<file path="config.mk">
export PLATFORM = sky130hd
export DESIGN_NAME = time_keeper_flat
export DESIGN_NICKNAME = d
export VERILOG_FILES = /design/src/rtl/time_keeper_if.sv /design/src/rtl/time_keeper.sv /design/src/flat_wrapper.sv
export SDC_FILE = /design/constraint.sdc
export NUM_CORES = 1
export LEC_CHECK = 0
export ABC_AREA = 0
export BUFFER_PORTS_ARGS = -buffer_cell sky130_fd_sc_hd__buf_2
export CAP_MARGIN = 10
export CORE_MARGIN = 2
export CORE_UTILIZATION = 37
export CTS_BUF_LIST = sky130_fd_sc_hd__clkbuf_16
export CTS_CLUSTER_DIAMETER = 60
export DETAILED_ROUTE_END_ITERATION = 6
export GPL_ROUTABILITY_DRIVEN = 0
export PLACE_DENSITY = 0.66
export SYNTH_ARGS = -nofsm -noshare
export SYNTH_HDL_FRONTEND = slang
export SYNTH_SLANG_ARGS = --single-unit
</file>
<file path="constraint.sdc">
create_clock -name clk -period 1.8 [get_ports clk]
set_clock_uncertainty 0.15 [all_clocks]
set_input_delay 0.36 -clock clk [delete_from_list [all_inputs] [get_ports clk]]
set_output_delay 0.36 -clock clk [all_outputs]
set_load 0.01 [all_outputs]
</file>
<file path="src/rtl/time_keeper_if.sv">
// Keypad, tick and alarm bundle between the time keeper and its users.
// master drives keys/ticks; slave is the time keeper itself.
interface time_keeper_if;
  logic       one_minute;
  logic       load_time;
  logic       load_alarm;
  logic [1:0] key_hr_tens;
  logic [3:0] key_hr_ones;
  logic [2:0] key_min_tens;
  logic [3:0] key_min_ones;
  logic       alarm_on;
  logic       stop_alarm;
  logic       snooze;
  logic [1:0] cur_hr_tens;
  logic [3:0] cur_hr_ones;
  logic [2:0] cur_min_tens;
  logic [3:0] cur_min_ones;
  logic [1:0] alm_hr_tens;
  logic [3:0] alm_hr_ones;
  logic [2:0] alm_min_tens;
  logic [3:0] alm_min_ones;
  logic       alarm_ring;
  logic       reset_count;
  logic       load_err;

  modport master (
    output one_minute, load_time, load_alarm,
    output key_hr_tens, key_hr_ones,
    output key_min_tens, key_min_ones,
    output alarm_on, stop_alarm, snooze,
    input  cur_hr_tens, cur_hr_ones,
    input  cur_min_tens, cur_min_ones,
    input  alm_hr_tens, alm_hr_ones,
    input  alm_min_tens, alm_min_ones,
    input  alarm_ring, reset_count, load_err
  );

  modport slave (
    input  one_minute, load_time, load_alarm,
    input  key_hr_tens, key_hr_ones,
    input  key_min_tens, key_min_ones,
    input  alarm_on, stop_alarm, snooze,
    output cur_hr_tens, cur_hr_ones,
    output cur_min_tens, cur_min_ones,
    output alm_hr_tens, alm_hr_ones,
    output alm_min_tens, alm_min_ones,
    output alarm_ring, reset_count, load_err
  );
endinterface

</file>
<file path="src/rtl/time_keeper.sv">
// 24h BCD clock + alarm fed by one_minute ticks.
// Define ALARM_SNOOZE_EN to build the snooze counter.
module time_keeper #(
  parameter int RING_MINUTES   = 1,
  parameter int SNOOZE_MINUTES = 5
) (
  input logic          clk,
  input logic          reset,
  time_keeper_if.slave bus
);

  typedef struct packed {
    logic [1:0] ht;
    logic [3:0] ho;
    logic [2:0] mt;
    logic [3:0] mo;
  } hm_t;

  localparam logic [3:0] RING_N = 4'(RING_MINUTES);

  hm_t        cur_q, cur_d;
  hm_t        alm_q, alm_d;
  hm_t        keys;
  logic       ring_q, ring_d;
  logic [3:0] rcnt_q, rcnt_d;
  logic       tchg_q, tchg_d;
  logic       rc_q, rc_d;
  logic       err_q, err_d;
  logic       key_ok;
  logic       lt_ok;
  logic       la_ok;
  logic       tick;

  function automatic hm_t inc(hm_t t);
    hm_t r;
    r = t;
    if (t.mo != 4'd9) begin
      r.mo = t.mo + 4'd1;
    end else begin
      r.mo = '0;
      if (t.mt != 3'd5) begin
        r.mt = t.mt + 3'd1;
      end else begin
        r.mt = '0;
        if (t.ht == 2'd2 && t.ho == 4'd3) begin
          r.ht = '0;
          r.ho = '0;
        end else if (t.ho == 4'd9) begin
          r.ho = '0;
          r.ht = t.ht + 2'd1;
        end else begin
          r.ho = t.ho + 4'd1;
        end
      end
    end
    return r;
  endfunction

  assign keys = '{bus.key_hr_tens, bus.key_hr_ones,
                  bus.key_min_tens, bus.key_min_ones};

  assign key_ok = (keys.ht <= 2'd2) && (keys.ho <= 4'd9)
               && !(keys.ht == 2'd2 && keys.ho > 4'd3)
               && (keys.mt <= 3'd5) && (keys.mo <= 4'd9);

  assign lt_ok = bus.load_time && key_ok;
  assign la_ok = bus.load_alarm && key_ok;
  assign tick  = bus.one_minute;

`ifdef ALARM_SNOOZE_EN
  localparam logic [3:0] SNZ_N = 4'(SNOOZE_MINUTES);
  logic [3:0] snz_q, snz_d;
`else
  logic [4:0] unused_snz;
  assign unused_snz = {bus.snooze, 4'(SNOOZE_MINUTES)};
`endif

  always_comb begin
    cur_d  = cur_q;
    alm_d  = alm_q;
    ring_d = ring_q;
    rcnt_d = rcnt_q;
    rc_d   = lt_ok;
    err_d  = (bus.load_time || bus.load_alarm) && !key_ok;
    tchg_d = lt_ok || tick;
`ifdef ALARM_SNOOZE_EN
    snz_d  = snz_q;
`endif
    // An accepted time load swallows a coincident tick
    if (lt_ok)     cur_d = keys;
    else if (tick) cur_d = inc(cur_q);
    if (la_ok)     alm_d = keys;

    if (bus.stop_alarm || !bus.alarm_on) begin
      ring_d = 1'b0;
      rcnt_d = '0;
`ifdef ALARM_SNOOZE_EN
      snz_d  = '0;
`endif
    end else begin
      if (ring_q && tick) begin
        if (rcnt_q <= 4'd1) begin
          ring_d = 1'b0;
          rcnt_d = '0;
        end else begin
          rcnt_d = rcnt_q - 4'd1;
        end
      end
`ifdef ALARM_SNOOZE_EN
      if (lt_ok || la_ok) begin
        snz_d = '0;
      end else if (ring_q && bus.snooze) begin
        ring_d = 1'b0;
        rcnt_d = '0;
        snz_d  = SNZ_N;
      end else if (snz_q != '0 && tick) begin
        if (snz_q == 4'd1) begin
          snz_d  = '0;
          ring_d = 1'b1;
          rcnt_d = RING_N;
        end else begin
          snz_d = snz_q - 4'd1;
        end
      end
`endif
      // Only a change of time arms the match, not an alarm edit
      if (tchg_q && cur_q == alm_q) begin
        ring_d = 1'b1;
        rcnt_d = RING_N;
`ifdef ALARM_SNOOZE_EN
        snz_d  = '0;
`endif
      end
    end
  end

  always_ff @(posedge clk or posedge reset) begin
    if (reset) begin
      cur_q  <= '0;
      alm_q  <= '0;
      ring_q <= 1'b0;
      rcnt_q <= '0;
      tchg_q <= 1'b0;
      rc_q   <= 1'b0;
      err_q  <= 1'b0;
`ifdef ALARM_SNOOZE_EN
      snz_q  <= '0;
`endif
    end else begin
      cur_q  <= cur_d;
      alm_q  <= alm_d;
      ring_q <= ring_d;
      rcnt_q <= rcnt_d;
      tchg_q <= tchg_d;
      rc_q   <= rc_d;
      err_q  <= err_d;
`ifdef ALARM_SNOOZE_EN
      snz_q  <= snz_d;
`endif
    end
  end

  assign bus.cur_hr_tens  = cur_q.ht;
  assign bus.cur_hr_ones  = cur_q.ho;
  assign bus.cur_min_tens = cur_q.mt;
  assign bus.cur_min_ones = cur_q.mo;
  assign bus.alm_hr_tens  = alm_q.ht;
  assign bus.alm_hr_ones  = alm_q.ho;
  assign bus.alm_min_tens = alm_q.mt;
  assign bus.alm_min_ones = alm_q.mo;
  assign bus.alarm_ring   = ring_q;
  assign bus.reset_count  = rc_q;
  assign bus.load_err     = err_q;

endmodule

</file>
<file path="src/flat_wrapper.sv">
// flat-port wrapper written by rule: the top's interface ports become plain ports
module time_keeper_flat 
#(
  parameter int RING_MINUTES   = 1,
  parameter int SNOOZE_MINUTES = 5
)
  (clk, reset, bus_one_minute, bus_load_time, bus_load_alarm, bus_key_hr_tens, bus_key_hr_ones, bus_key_min_tens, bus_key_min_ones, bus_alarm_on, bus_stop_alarm, bus_snooze, bus_cur_hr_tens, bus_cur_hr_ones, bus_cur_min_tens, bus_cur_min_ones, bus_alm_hr_tens, bus_alm_hr_ones, bus_alm_min_tens, bus_alm_min_ones, bus_alarm_ring, bus_reset_count, bus_load_err);
  time_keeper_if bus_i ();
  input logic clk;
  input logic reset;
  input wire logic [$bits(bus_i.one_minute)-1:0] bus_one_minute;
  input wire logic [$bits(bus_i.load_time)-1:0] bus_load_time;
  input wire logic [$bits(bus_i.load_alarm)-1:0] bus_load_alarm;
  input wire logic [$bits(bus_i.key_hr_tens)-1:0] bus_key_hr_tens;
  input wire logic [$bits(bus_i.key_hr_ones)-1:0] bus_key_hr_ones;
  input wire logic [$bits(bus_i.key_min_tens)-1:0] bus_key_min_tens;
  input wire logic [$bits(bus_i.key_min_ones)-1:0] bus_key_min_ones;
  input wire logic [$bits(bus_i.alarm_on)-1:0] bus_alarm_on;
  input wire logic [$bits(bus_i.stop_alarm)-1:0] bus_stop_alarm;
  input wire logic [$bits(bus_i.snooze)-1:0] bus_snooze;
  output wire logic [$bits(bus_i.cur_hr_tens)-1:0] bus_cur_hr_tens;
  output wire logic [$bits(bus_i.cur_hr_ones)-1:0] bus_cur_hr_ones;
  output wire logic [$bits(bus_i.cur_min_tens)-1:0] bus_cur_min_tens;
  output wire logic [$bits(bus_i.cur_min_ones)-1:0] bus_cur_min_ones;
  output wire logic [$bits(bus_i.alm_hr_tens)-1:0] bus_alm_hr_tens;
  output wire logic [$bits(bus_i.alm_hr_ones)-1:0] bus_alm_hr_ones;
  output wire logic [$bits(bus_i.alm_min_tens)-1:0] bus_alm_min_tens;
  output wire logic [$bits(bus_i.alm_min_ones)-1:0] bus_alm_min_ones;
  output wire logic [$bits(bus_i.alarm_ring)-1:0] bus_alarm_ring;
  output wire logic [$bits(bus_i.reset_count)-1:0] bus_reset_count;
  output wire logic [$bits(bus_i.load_err)-1:0] bus_load_err;
  assign bus_i.one_minute = bus_one_minute;
  assign bus_i.load_time = bus_load_time;
  assign bus_i.load_alarm = bus_load_alarm;
  assign bus_i.key_hr_tens = bus_key_hr_tens;
  assign bus_i.key_hr_ones = bus_key_hr_ones;
  assign bus_i.key_min_tens = bus_key_min_tens;
  assign bus_i.key_min_ones = bus_key_min_ones;
  assign bus_i.alarm_on = bus_alarm_on;
  assign bus_i.stop_alarm = bus_stop_alarm;
  assign bus_i.snooze = bus_snooze;
  assign bus_cur_hr_tens = bus_i.cur_hr_tens;
  assign bus_cur_hr_ones = bus_i.cur_hr_ones;
  assign bus_cur_min_tens = bus_i.cur_min_tens;
  assign bus_cur_min_ones = bus_i.cur_min_ones;
  assign bus_alm_hr_tens = bus_i.alm_hr_tens;
  assign bus_alm_hr_ones = bus_i.alm_hr_ones;
  assign bus_alm_min_tens = bus_i.alm_min_tens;
  assign bus_alm_min_ones = bus_i.alm_min_ones;
  assign bus_alarm_ring = bus_i.alarm_ring;
  assign bus_reset_count = bus_i.reset_count;
  assign bus_load_err = bus_i.load_err;
  time_keeper #(.RING_MINUTES(RING_MINUTES), .SNOOZE_MINUTES(SNOOZE_MINUTES)) u_core (.clk(clk), .reset(reset), .bus(bus_i));
endmodule
</file>
# After elaboration in Yosys (flattened, before gate mapping)
# Cells that the tools add are included.
dict set report op_classes {
  add_sub_neg 5
  order_cmp 6
  eq_ne 9
  mux 17
  reduce_logical 25
}
# operator count
set ops {}
lappend ops {{2-to-1 mux 13 bit} 2}
lappend ops {{2-to-1 mux 4 bit} 6}
lappend ops {{== test 13 bit} 1}
lappend ops {{2-to-1 mux 6 bit} 2}
lappend ops {{logical AND 1 bit} 11}
lappend ops {{2-to-1 mux 9 bit} 1}
lappend ops {{nonzero test 3 bit} 3}
lappend ops {{adder 4 x 1 -> 4 bit (second input constant)} 2}
lappend ops {{less-or-equal comparator 4 bit (second input constant)} 2}
lappend ops {{== test 2 bit (second input constant)} 2}
lappend ops {{== test 4 x 2 -> 1 bit (second input constant)} 1}
lappend ops {{== test 4 bit (second input constant)} 1}
lappend ops {{> comparator 4 x 2 -> 1 bit (second input constant)} 1}
lappend ops {{less-or-equal comparator 4 x 1 -> 1 bit (second input constant)} 1}
lappend ops {{2-to-1 mux 1 bit} 4}
lappend ops {{inequality test 2 x 1 -> 1 bit (second input constant)} 2}
lappend ops {{inequality test 4 bit (second input constant)} 1}
lappend ops {{AND reduction 2 bit} 2}
lappend ops {{AND reduction 4 bit} 1}
lappend ops {{subtractor 4 x 1 -> 4 bit (second input constant)} 1}
lappend ops {{adder 3 x 1 -> 3 bit (second input constant)} 1}
lappend ops {{less-or-equal comparator 3 bit (second input constant)} 1}
lappend ops {{logical NOT 1 bit} 3}
lappend ops {{logical OR 1 bit} 3}
lappend ops {{7 further kinds} 7}
dict set report word_totals {
  ff_bits 34
}

# Depth between registers and ports, before layout
# Gate-level depths: netlist of run 1.
dict set report depth {
  word_depth 9
  ltp_mapped 6
}

# Least setup slack after synthesis of run 1
# OpenSTA, ideal clock, no wires.
dict set report synth_timing {
  kind {register -> register}
  start {register u_core.cur_q, in the netlist u_core.bus.cur_min_ones[1]}
  end {register u_core.cur_q, in the netlist u_core.bus.cur_hr_ones[2]}
  arrival_time_ns 1.648
  required_time_ns 1.577
  slack_ns -0.071
  stages_incl_launch_ff 6
  path_buffers 1
  synth_period_minus_slack_ns 1.871
  path_cell_list {dfrtp_1 buf_6 nand4bb_4 or2_4 or4_4 a2bb2oi_2}
}
dict set report synth_via {
  elab_chain_cells 3
}
# item line_no
set synth_lines {}
lappend synth_lines {{start: declaration} time_keeper.sv:21} ;# hm_t cur_q, cur_d;
lappend synth_lines {{start signal: assignment} time_keeper.sv:150} ;# cur_q <= cur_d;
lappend synth_lines {{inequality test 4 bit} time_keeper.sv:37} ;# if (t.mo != 4'd9) begin
lappend synth_lines {{inequality test 2 x 1 -> 1 bit (no line)} -}
lappend synth_lines {{AND reduction 3 bit (no line)} -}
# No other way between the ends.
# A chain may end at the register's enable or synchronous reset.

# Worst setup path after layout of run 1
dict set report layout_timing {
  start {register u_core.cur_q, in the netlist u_core.bus.cur_min_tens[1]}
  end {register u_core.rcnt_q[0]}
}
dict set report layout_via {
  elab_chain_cells 4
  word_cells_on_any_way 5
  cone_classes {eq/ne: 1; mux: 2; reduce/logical: 2}
}
# item line_no
set layout_lines {}
lappend layout_lines {{== test 13 bit *} time_keeper.sv:127} ;# if (tchg_q && cur_q == alm_q) begin
lappend layout_lines {{logical AND 1 bit *} time_keeper.sv:127}
lappend layout_lines {{2-to-1 mux 4 bit} time_keeper.sv:127}
lappend layout_lines {{2-to-1 mux 4 bit} time_keeper.sv:94} ;# if (bus.stop_alarm || !bus.alarm_on) begin
lappend layout_lines {{end signal: assignment} time_keeper.sv:153} ;# rcnt_q <= rcnt_d;
lappend layout_lines {{end: declaration} time_keeper.sv:25} ;# logic [3:0] rcnt_q, rcnt_d;
# Every way passes the cells marked *; elsewhere a longest branch is shown, timed or not.

==> results.txt, run 1 <==
The synthesized design spends more area on one cell type than any other, namely sky130_fd_sc_hd__dfrtp_1. The count of input and output buffers is 48. The number of post-CTS setup repair buffers is 0. The total placed instance area came out at 2440 um^2. The top-level port count is 50. The critical path data arrival time is around 1.8 ns. STA classifies the critical path endpoint as a register. The post-layout utilization of the core came out at approximately half. TritonCTS built the clock tree.

The H-tree generated during clock tree synthesis spans 2 levels. After technology mapping, the gate count stands at roughly 180. The detailed-route wire length is 4820 um. The layout-stage area growth over the synthesis result came out at 35.8%. After clock tree synthesis, the flow added hold-fix buffers numbering 0. The insertion delay of the later-clocked pin in the worst-skew pair came out at 0.28 ns. The post-detailed-placement half-perimeter wirelength came out at about 3600 um. The post-synthesis compound-gate area fraction came out at around 11%.

After synthesis, the largest family of logic cells by area is simple AND/OR/NAND/NOR gates. The finished layout cell area came out at 2630 um^2. The maximum ir drop on the vdd rail came out at between 0.7 and 0.8 mV. The cell internal power dissipation came out at 2.43 mW. In the layout the commonest cells are sky130_fd_sc_hd__buf_2, sky130_fd_sc_hd__dfrtp_1, sky130_fd_sc_hd__buf_4. The die covers 5820 um^2. The clock transition at the register clock pins on the worst setup and hold paths after CTS came out at 0.05 ns.

The number of placement rows came out at 26. Sequential cells were found to cover a little over two fifths of the synthesized design area. The synthesized flop and latch total is 34.

Global routing finished with a remaining overflow of 0. For this design, the slowest cell found on the critical path is sky130_fd_sc_hd__dfrtp_1. The core region is 5070 um^2. Along the worst path, the maximum fanout reaches 5. The number of endpoints with negative hold slack in the final report is 0. The chip height is roughly 76 um. On the final layout, the worst hold slack is between 0.02 and 0.025 ns. In this run the worst hold path is classified as in2async.

Yosys mapped a number of flops with a built-in enable equal to 0. The library cell appearing most often on the critical path is sky130_fd_sc_hd__buf_4. The synthesized netlist devotes about 2.6% of its cell area to adder and majority cells.

Dividing total power by cell area gives a power density of around 1400 nW/um^2. The post-synthesis cell type count is a little over 40. The total iterations of the first detailed-routing run came out at 4. The net count reported at finish is roughly 290. The starting density of the core came out at between 30% and 40%.

The worst-case setup margin in the final layout is around 0.074 ns. The top flip-flop cell by instance count after synthesis is sky130_fd_sc_hd__dfrtp_1. The overall fraction of global-route tracks in use came out at between 10% and 20%.

The post-synthesis average cell area came out at ~11 um^2. The multiplexer fraction of the synthesized cell area is approximately 13%. STA puts the critical path data required time at approximately 1.9 ns. The post-synthesis xor/xnor area fraction came out at around 7.7%.

The layout cell share with drive strength beyond 1 came out at between 40% and 50%. Traced cell by cell, the critical path runs through buf_4 > xnor2_1 > nand4_1 > nor4_1 > buf_4 > o311a_1. In the routed design, unresolved DRC markers number 0. The setup total negative slack is 0 ns.

The number of buffers added by the clock tree synthesis step came out at 5. The pin count of the biggest net entering global routing came out at 35. The library cell used most frequently in the layout, excluding fill and tap cells, is sky130_fd_sc_hd__buf_2.

On the critical path the largest part of the delay comes from simple AND/OR/NAND/NOR gates. Clock tree synthesis selected as its root buffer the cell sky130_fd_sc_hd__clkbuf_16. The switching power total is 1.22 mW. Summed over all cells, the static leakage comes to approximately 1.2 nW. In this run switching power makes up 33.5% of total power. In this run the tightest slew margin relative to its limit is a little over two thirds. The delay of the slowest cell on the worst path came out at approximately 0.38 ns. The chip width is around 76 um. The first-iteration detailed-routing DRC count came out at between 60 and 70. The run finished with clean final reports. The synthesized net count came out at between 200 and 250. Of the post-synthesis cell area, the dominant cell type holds between 40% and 50%. The CTS sink count came out at 34. The simple-gate share of the synthesized area is between 10% and 20%.

The sum of buffers and inverters on the critical path is 2. STA classifies the critical path startpoint as a register. The clock passes through at most 2 buffers. The residual antenna-violating net count after detailed routing came out at 0.

The number of antenna violations at the first check in global routing came to 0. By area the synthesized netlist is led by sky130_fd_sc_hd__dfrtp_1, sky130_fd_sc_hd__mux2_2, sky130_fd_sc_hd__xnor2_1, sky130_fd_sc_hd__nor3_1, sky130_fd_sc_hd__a21oi_1. The combinational share of power is 40.9%.

The first-pass GRT wire length is ~8000 um. The type of the worst setup path is reg2reg. The clock network fraction of total power is between 20% and 30%. The clock period minus worst slack is 1.73 ns. The worst-case setup slack after placement came out at -0.141 ns. The transition time of the tightest slew-check pin is about 0.44 ns. The proportion of register bits with asynchronous set or reset after synthesis is between 90% and 100%. The detailed router placed between 1.5k and 2k vias in this run. The count of warnings emitted by yosys came out at 0. The number of global-route vias before repair came out at 1701. The portion of the clock cycle consumed by the worst path in the final layout is between 90% and 100%. The portion of total power attributed to sequential cells is ~33%. The fmax is between 0.5 and 0.6 GHz. Max-cap violations in this run came to 0. The mean routed wirelength per cell is 14.5 um. The number of setup violations in the final report is 0. The mapped netlist covers roughly 1900 um^2. The number of antenna diodes in the final layout is 0. The count of final max-slew check failures came out at 0. In the routed layout, each cell is associated on average with a via count of slightly above 5.
## worst register-to-register path, cell delays in order, from the launching register on
cell and delay, ns:
sky130_fd_sc_hd__dfrtp_1 0.38, sky130_fd_sc_hd__buf_4 0.15, sky130_fd_sc_hd__xnor2_1 0.22, sky130_fd_sc_hd__nand4_1 0.15, sky130_fd_sc_hd__nor4_1 0.26, sky130_fd_sc_hd__buf_4 0.19, sky130_fd_sc_hd__o311a_1 0.17
## through the flow
step / total power, mW / std cells
6_report: 3.65 / 331
5_1_grt: 3.86 / 331
4_1_cts: 3.68 / 331
3_5_place_dp: 2.67 / 323
3_3_place_gp: 2.65 / 323
2_1_floorplan: 2.09 / 179
## timing repair
item / 4_1_cts / 5_1_grt
pin swaps: 0 / 3
resized for setup: 1 / 4
setup endpoints to repair: 1 / 4
## flip-flops by register name, indices dropped and copies added (netlist names)
signal,cells
u_core.tchg_q,1
u_core.rcnt_q,4
u_core.bus.cur_min_tens,3
u_core.bus.cur_hr_tens,2
u_core.bus.load_err,1
u_core.bus.alm_hr_ones,4
u_core.bus.cur_min_ones,4
u_core.bus.reset_count,1
u_core.bus.alm_hr_tens,2
u_core.bus.alm_min_ones,4
u_core.bus.alm_min_tens,3
u_core.bus.alarm_ring,1
u_core.bus.cur_hr_ones,4
## layer usage
layer / global-route usage (%) / vias up / wire length, um / share of wire [%]
met4: 6.36 / 0 / 75 / 1.6
met1: 21.6 / 820 / 2110 / 44
li1: - / 808 / - / -
met2: 29.7 / 44 / 2430 / 50
met3: 3.20 / 7 / 196 / 4.1
met5: 0 / - / 0 / 0
## Yosys cell counts (3+ instances only)
master,instances
sky130_fd_sc_hd__nor3_1,13
sky130_fd_sc_hd__nor2_1,6
sky130_fd_sc_hd__mux2_2,20
sky130_fd_sc_hd__nand4_1,5
sky130_fd_sc_hd__o21ai_0,6
sky130_fd_sc_hd__ha_1,4
sky130_fd_sc_hd__nand2_1,11
sky130_fd_sc_hd__dfrtp_1,34
sky130_fd_sc_hd__xnor2_1,17
sky130_fd_sc_hd__o31ai_1,3
sky130_fd_sc_hd__inv_1,13
sky130_fd_sc_hd__nor4_1,3
sky130_fd_sc_hd__a21oi_1,10
sky130_fd_sc_hd__buf_6,3
sky130_fd_sc_hd__nand3_1,3
## kinds of logic (layout without fill, tap and decap cells)
kind of cell / after synthesis / count (layout)
simple gates: 53 / 53
flops: 34 / 34
compound gates: 31 / 31
mux: 22 / 22
buf+inv: 18 / 100
xor+xnor: 17 / 17
fa+ha+maj: 4 / 4
## power by group through the flow
| stage | combinational (mW) | sequential (mW) | clock, mW |
|---|---|---|---|
| after floorplan | 0.770 | 1.32 | 0 |
| after global placement | 1.46 | 1.19 | 0 |
| after detailed placement | 1.48 | 1.20 | 0 |
| after CTS | 1.50 | 1.19 | 0.983 |
| after global routing | 1.63 | 1.23 | 1.00 |
| final | 1.50 | 1.19 | 0.963 |
## layout make-up
class                           count  area, um^2
Fill cell                         473        2450
Multi-Input combinational cell    127        1000
Sequential cell                    34         852
Timing Repair Buffer               79         473
Clock buffer                        5         125
Tap cell                           70        87.6
Inverter                           13        48.8
Clock inverter                      3        40.0
## worst paths after layout
| check | slack (ns) | endpoint | from | cells past startpoint |
|---|---|---|---|---|
| max in group asynchronous | 1.15 | u_core.bus.cur_hr_ones[0]$_DFFE_PP0P_ | reset | 3 |
| worst min register to register | 0.40 | u_core.bus.alm_min_ones[1]$_DFFE_PP0P_ | u_core.bus.alm_min_ones[1]$_DFFE_PP0P_ | 1 |
| min in group clk | 0.17 | u_core.rcnt_q[0]$_DFFE_PP0P_ | bus_alarm_on | 2 |
| worst max-delay path | 0.07 | u_core.rcnt_q[0]$_DFFE_PP0P_ | u_core.bus.cur_min_tens[1]$_DFFE_PP0P_ | 6 |
| worst min-delay path | 0.02 | u_core.bus.alm_hr_ones[0]$_DFFE_PP0P_ | reset | 3 |
| worst max register to register | 0.07 | u_core.rcnt_q[0]$_DFFE_PP0P_ | u_core.bus.cur_min_tens[1]$_DFFE_PP0P_ | 6 |
Power figures use the tool's default switching activity.
==> inputs of run 2 (changes only) <==
--- a/config.mk
+++ b/config.mk
@@ -15,6 +15,9 @@
 export DETAILED_ROUTE_END_ITERATION = 6
 export GPL_ROUTABILITY_DRIVEN = 0
 export PLACE_DENSITY = 0.66
+export RECOVER_POWER = 50
+export REMOVE_ABC_BUFFERS = 1
+export SKIP_LAST_GASP = 1
 export SYNTH_ARGS = -nofsm -noshare
 export SYNTH_HDL_FRONTEND = slang
 export SYNTH_SLANG_ARGS = --single-unit
==> run 2 against run 1 <==
Combinational power shrank 6%. Sequential power is essentially flat. Sequential share of layout area grew 0.92 points. Largest cell class unchanged. Worst setup slack lost 0.025 ns. Critical path depth is the same. Final area shrank 2.8%. Clock power shrank 14%. Die area is the same. Global-route usage shrank 1.0 points. Power shrank 6.1%. Clock-buffer cell count is the same. Critical endpoint is now u_core.bus.cur_hr_ones[0]$_DFFE_PP0P_. Hold slack gained 0.14 ns.
==> results.txt, run 2 (synthesized netlist as in run 1, its figures left out) <==
The run finished with clean final reports. The number of setup violations in the final report is 0. The maximum buffer depth of the clock tree is 2. The number of post-CTS setup repair buffers is 0.

The fmax is ~0.57 GHz. The power density over cell area came out at ~1300 nW/um^2. The area growth from synthesis to layout is 32.1%.

The maximum ir drop on the vdd rail came out at 0.779 mV. The number of buffers added to fix hold violations after cts is 0. The CTS sink count came out at 34. Once detail routing completed, the nets flagged for antenna violations numbered 0. The pin count of the biggest net entering global routing is 35. The clock transition at the register clock pins on the worst setup and hold paths after CTS came out at approximately 0.06 ns. The slowest stage cell on the critical path is sky130_fd_sc_hd__dfrtp_2. The average via count per standard cell came out at roughly 4.9. For the finished layout, the period the worst path requires is approximately 1.8 ns.

The number of clock buffers added by TritonCTS is 5. The number of cells on the worst reg-to-reg path is 6. Setup repair after global routing could not meet its margin everywhere. The number of cells on the worst hold path came out at 3. The count of inserted antenna diode cells is 0.

The portion of the clock cycle consumed by the worst path in the final layout came out at 97.3%. The insertion delay of the later-clocked pin in the worst-skew pair is 0.28 ns. The starting density of the core came out at 38.1%. The die is between 70 and 80 um tall. The layout cell share with drive strength beyond 1 is roughly 40%. The count of final max-slew check failures is 0. Summed over all layers, the global routing overflow is 0. The total placed instance area came out at around 2400 um^2. The total number of H-tree levels is 2.

The max-slew headroom at the worst pin is approximately two fifths. The detailed-route wire length came out at 4600 um. The chip width is ~76 um. The net count reported at finish is around 280. For this run, the total global-route usage over all layers was measured as approximately 16%. At the pin with the least slew margin, the transition time is 0.905 ns. In the layout the commonest cells are sky130_fd_sc_hd__buf_2, sky130_fd_sc_hd__dfrtp_1, sky130_fd_sc_hd__buf_4. The TritonCTS clock tree is yes.

The library cell used most frequently in the layout, excluding fill and tap cells, is sky130_fd_sc_hd__buf_2. The via count of the routed design came out at approximately 1.6k. The top-level port count is 50. The worst-case setup slack after placement came out at -0.117 ns. The first-pass GRT wire length came out at 7510 um. The first-iteration detailed-routing DRC count is 60.

The critical path is of the reg2reg type. The path class of the tightest hold or removal check is in2reg. The tool flagged a number of max-cap violations equal to 0. The count of input and output buffers came out at 48. The worst-case setup margin in the final layout is just under 0.05 ns. The signal on the critical path passes through ha_1 > nand4bb_1 > a21oi_1 > buf_4 > or3_1 > a31oi_1. On the worst path, the slowest cell contributes a delay of roughly 0.45 ns. Along the worst path, the maximum fanout reaches 6.

For this run, design rule violations remaining after detail routing come to 0. At the worst endpoint, the required time is around 1.9 ns. The number of endpoints with negative hold slack in the final report is 0. The number of global-route vias before repair came out at between 1.5k and 2k. The mean routed wirelength per cell came out at about 14 um. The critical path data arrival time came out at 1.80 ns. The tree is rooted in a sky130_fd_sc_hd__clkbuf_16.

The post-detailed-placement half-perimeter wirelength came out at 3510 um. After routing the design area is around 2600 um^2. The static leakage power came out at roughly 1.1 nW. The number of placement rows came out at 26. The number of antenna violations at the first check in global routing is 0. The total die area is between 5000 and 6000 um^2. The total iterations of the first detailed-routing run came out at 4. The worst setup path is captured at a register. The core area is 5070 um^2. STA classifies the critical path startpoint as a register.
## run 2: final timing paths
check | startpoint | endpoint | slack, ns
max in group asynchronous | reset | u_core.bus.cur_hr_ones[1]$_DFFE_PP0P_ | 0.69
worst max register to register | u_core.bus.cur_hr_ones[1]$_DFFE_PP0P_ | u_core.bus.cur_hr_ones[0]$_DFFE_PP0P_ | 0.05
worst min register to register | u_core.bus.alm_hr_ones[1]$_DFFE_PP0P_ | u_core.bus.alm_hr_ones[1]$_DFFE_PP0P_ | 0.40
worst max-delay path | u_core.bus.cur_hr_ones[1]$_DFFE_PP0P_ | u_core.bus.cur_hr_ones[0]$_DFFE_PP0P_ | 0.05
min in group asynchronous | reset | u_core.bus.alm_hr_ones[2]$_DFFE_PP0P_ | 0.20
worst min-delay path | bus_load_alarm | u_core.bus.load_err$_DFF_PP0_ | 0.16
## run 2: critical path, delay by kind of cell, from the launching register on
family	cells	cell delay [ns]
DFF	1	0.45
adders and majority gates	1	0.21
buffers and inverters	1	0.17
and+or+nand+nor	2	0.40
AOI/OAI and AO/OA	2	0.29
## run 2: power breakdown
| group | internal, mW | switching (mW) |
|---|---|---|
| logic | 0.747 | 0.668 |
| registers | 0.970 | 0.220 |
| clock network | 0.504 | 0.321 |
| total | 2.22 | 1.21 |
## run 2: routing by layer
| layer | part of all wire (%) | up-vias | track usage, % | wire length [um] |
|---|---|---|---|---|
| li1 | - | 805 | - | - |
| met1 | 45 | 775 | 20.4 | 2060 |
| met2 | 50 | 34 | 27.4 | 2320 |
| met3 | 3.3 | 6 | 3.91 | 150 |
| met4 | 1.5 | 0 | 5.45 | 69 |
| met5 | 0 | - | 0 | 0 |
## run 2: per-stage QoR
stage	util (%)	instances	setup TNS, ns	power (mW)	hold slack, ns
detailed placement	47.7	320	-2.08	2.63	0.333
CTS	50.5	328	0	3.47	0.0410
finish	50.3	328	0	3.43	0.162
global placement	47.7	320	-2.82	2.60	0.343
global route	50.3	328	-0.00478	3.64	0.179
floorplan	-	174	-0.0459	2.02	0.318
## run 2: what timing repair did
item | 4_1_cts | 5_1_grt
gates resized for setup | 0 | 3
endpoints found under the hold margin | 0 | 0
endpoints found under the setup margin | 0 | 5
## run 2: final cells by class
cell class,count,area (um^2)
Clock inverter,3,16.3
Clock buffer,5,125
Fill cell,490,2520
Sequential cell,34,852
Inverter,13,48.8
Timing Repair Buffer,76,432
Tap cell,70,87.6
Multi-Input combinational cell,127,993
==> inputs of run 3 (changes only) <==
--- a/config.mk
+++ b/config.mk
@@ -9,12 +9,12 @@
 export BUFFER_PORTS_ARGS = -buffer_cell sky130_fd_sc_hd__buf_2
 export CAP_MARGIN = 10
 export CORE_MARGIN = 2
-export CORE_UTILIZATION = 37
+export CORE_UTILIZATION = 38
 export CTS_BUF_LIST = sky130_fd_sc_hd__clkbuf_16
 export CTS_CLUSTER_DIAMETER = 60
 export DETAILED_ROUTE_END_ITERATION = 6
 export GPL_ROUTABILITY_DRIVEN = 0
-export PLACE_DENSITY = 0.66
+export PLACE_DENSITY = 0.67
 export RECOVER_POWER = 50
 export REMOVE_ABC_BUFFERS = 1
 export SKIP_LAST_GASP = 1
==> run 3 against run 2 <==
Die area decreased by 2.5%. Sequential share of layout area decreased by 0.39 points. Maximum frequency increased by 1.4%. Hold slack about the same. Highest routed layer unchanged.
==> results.txt, run 3 (synthesized netlist as in run 1, its figures left out) <==
The top-level port count is 50. The worst setup path is captured at a register. The core area came out at 4820 um^2. The net count reported at finish came out at 285. The pin count of the biggest net entering global routing is 35.

The total instance count after detailed placement is between 300 and 400. The type of the worst setup path is reg2reg. The max-slew headroom at the worst pin came out at between 40% and 50%. The critical path data arrival time is roughly 1.8 ns. The post-layout utilization of the core is a little over half. In this run the critical register-to-register path is captured at u_core.bus.cur_hr_ones[2]$_DFFE_PP0P_.

In the global route stage, overall resource usage came out at between 15 and 20%. Across the whole layout, storage elements account for approximately 850 um^2. The required arrival time at the worst endpoint came out at about 1.9 ns.

The chip height is 75.3 um. Setup repair after global routing left no endpoint under its margin. The clock transition at the register clock pins on the worst setup and hold paths after CTS came out at 0.06 ns. The detailed-route wire length came out at between 4000 and 5000 um. The flow ran to the end, and the final reports show no timing, DRC or antenna violations. The number of buffers added by the clock tree synthesis step came out at 5. Timing would allow up to around 0.58 GHz. The worst-case IR drop observed on VDD is 0.682 mV. The maximum buffer depth of the clock tree is 2. Of the cells placed in the final design, the portion with a size suffix greater than 1 is about two fifths. The flop-to-flop setup slack came out at 0.07 ns. The CTS sink count came out at 34.

The total die area is ~5700 um^2. The transition time of the tightest slew-check pin came out at around 0.83 ns. The mean routed wirelength per cell is 14.1 um. The filler cells instantiated in the layout total about 480.

Traced cell by cell, the critical path runs through nand4bb_4 > or2_4 > or4_4 > a2bb2oi_2. The number of antenna violations at the first check in global routing is 0. The starting density of the core is between 40% and 50%. The total iterations of the first detailed-routing run is 6. Along the worst path, the maximum fanout reaches 4. The worst register-to-register path begins at u_core.bus.cur_min_ones[1]$_DFFE_PP0P_. STA classifies the critical path startpoint as a register. The clock period minus worst slack is 1.73 ns. The number of global-route vias before repair came out at roughly 1.6k. The number of placement rows is 25. The number of buffers added to fix hold violations after cts is 0.

In this run the remaining antenna-violating nets after routing total 0. After detailed routing, the number of remaining DRC violations is 0. The first-pass GRT wire length came out at 7490 um. Summing all multi-input logic gate instances after layout gives between 900 and 1000 um^2. The path category of the worst min-delay check is in2async. The count of input and output buffers is 48. In this run the power density over the cells is roughly 1300 nW/um^2. The H-tree was split into 2 levels. The number of cells traversed by the worst register-to-register path came out at 4.

Among all stages on the critical path, the largest delay is contributed by sky130_fd_sc_hd__or4_4. The average via count per standard cell is 5.03. The count of final max-slew check failures came out at 0.

The number of endpoints with negative hold slack in the final report came out at 0. The count of non-filler cells in the finished layout is ~330. The insertion delay of the later-clocked pin in the worst-skew pair is between 0.2 and 0.3 ns.

Detailed placement ended at an HPWL of around 3600 um. The chip width is ~75 um. For this run the aggregate overflow at the end of global routing stands at 0. The via count of the routed design is roughly 1.7k. The portion of the clock cycle consumed by the worst path in the final layout came out at a little over nine tenths. The count of inserted antenna diode cells is 0. The first-iteration detailed-routing DRC count is between 50 and 60. The static leakage power is between 1 and 1.5 nW. The number of setup violations in the final report came out at 0. In the layout the commonest cells are sky130_fd_sc_hd__buf_2, sky130_fd_sc_hd__dfrtp_1, sky130_fd_sc_hd__buf_4.

Max-cap violations in this run came to 0. CTS placed an instance of sky130_fd_sc_hd__clkbuf_16 at the clock tree root. TritonCTS built the clock tree. From synthesis to final layout, the design area changed by 33.4%. The delay of the slowest cell on the worst path is about 0.48 ns.
-- run 3: area by class of cell --
class / instances / share of cell area [%]
Multi-Input combinational cell: 127 / 38.5
Sequential cell: 34 / 33.0
Timing Repair Buffer: 79 / 18.0
Clock buffer: 5 / 4.85
Tap cell: 67 / 3.25
Inverter: 13 / 1.89
Clock inverter: 3 / 0.485
-- run 3: worst max-delay path by stage --
stage	from	to	slack, ns
floorplan	u_core.bus.cur_min_ones[1]$_DFFE_PP0P_	u_core.bus.cur_hr_ones[2]$_DFFE_PP0P_	-0.05
finish	u_core.bus.cur_min_ones[1]$_DFFE_PP0P_	u_core.bus.cur_hr_ones[2]$_DFFE_PP0P_	0.07
global route	u_core.bus.cur_hr_ones[0]$_DFFE_PP0P_	u_core.rcnt_q[0]$_DFFE_PP0P_	0.0005
CTS	u_core.bus.cur_hr_ones[1]$_DFFE_PP0P_	u_core.rcnt_q[0]$_DFFE_PP0P_	0.04
detailed placement	bus_key_hr_ones[3]	u_core.bus.cur_hr_ones[2]$_DFFE_PP0P_	-0.19
global placement	bus_key_hr_ones[3]	u_core.bus.cur_hr_ones[2]$_DFFE_PP0P_	-0.16
-- run 3: per-layer routing --
layer  vias to the layer above  global-route usage (%)  routed length (um)
li1                        806                       -                   -
met1                       808                    23.9                2140
met2                        29                    28.5                2290
met3                         7                    3.97                 129
met4                         0                    5.85                  65
met5                         -                       0                   0
-- run 3: timing repair --
action,CTS,global route
resized for setup,0,3
setup buffers,0,0
endpoints found under the setup margin,0,9
-- run 3: report_power, final --
group	leakage [nW]	internal (mW)	switching (mW)	total, mW
sequential	0.407	0.968	0.210	1.18
clock	0.0724	0.500	0.313	0.812
combinational	0.667	0.790	0.691	1.48
total	1.15	2.26	1.21	3.47
-- run 3: per-stage QoR --
stage	power (mW)	setup TNS (ns)	hold WS [ns]	worst slack [ns]	area [um^2]
detailed placement	2.68	-3.61	0.333	-0.188	2450
finish	3.47	0	0.162	0.0722	2580
floorplan	2.02	-0.0459	0.318	-0.0459	1880
global route	3.69	0	0.177	0.000542	2580
global placement	2.65	-2.66	0.330	-0.156	2450
CTS	3.51	0	0.0353	0.0405	2590
-- run 3: worst max-delay path: cells and delay by family (launching register included) --
kind | cells | cell delay [ns]
AO/OA/AOI/OAI | 1 | 0.14
flip-flops | 1 | 0.38
AND/OR/NAND/NOR | 3 | 0.99
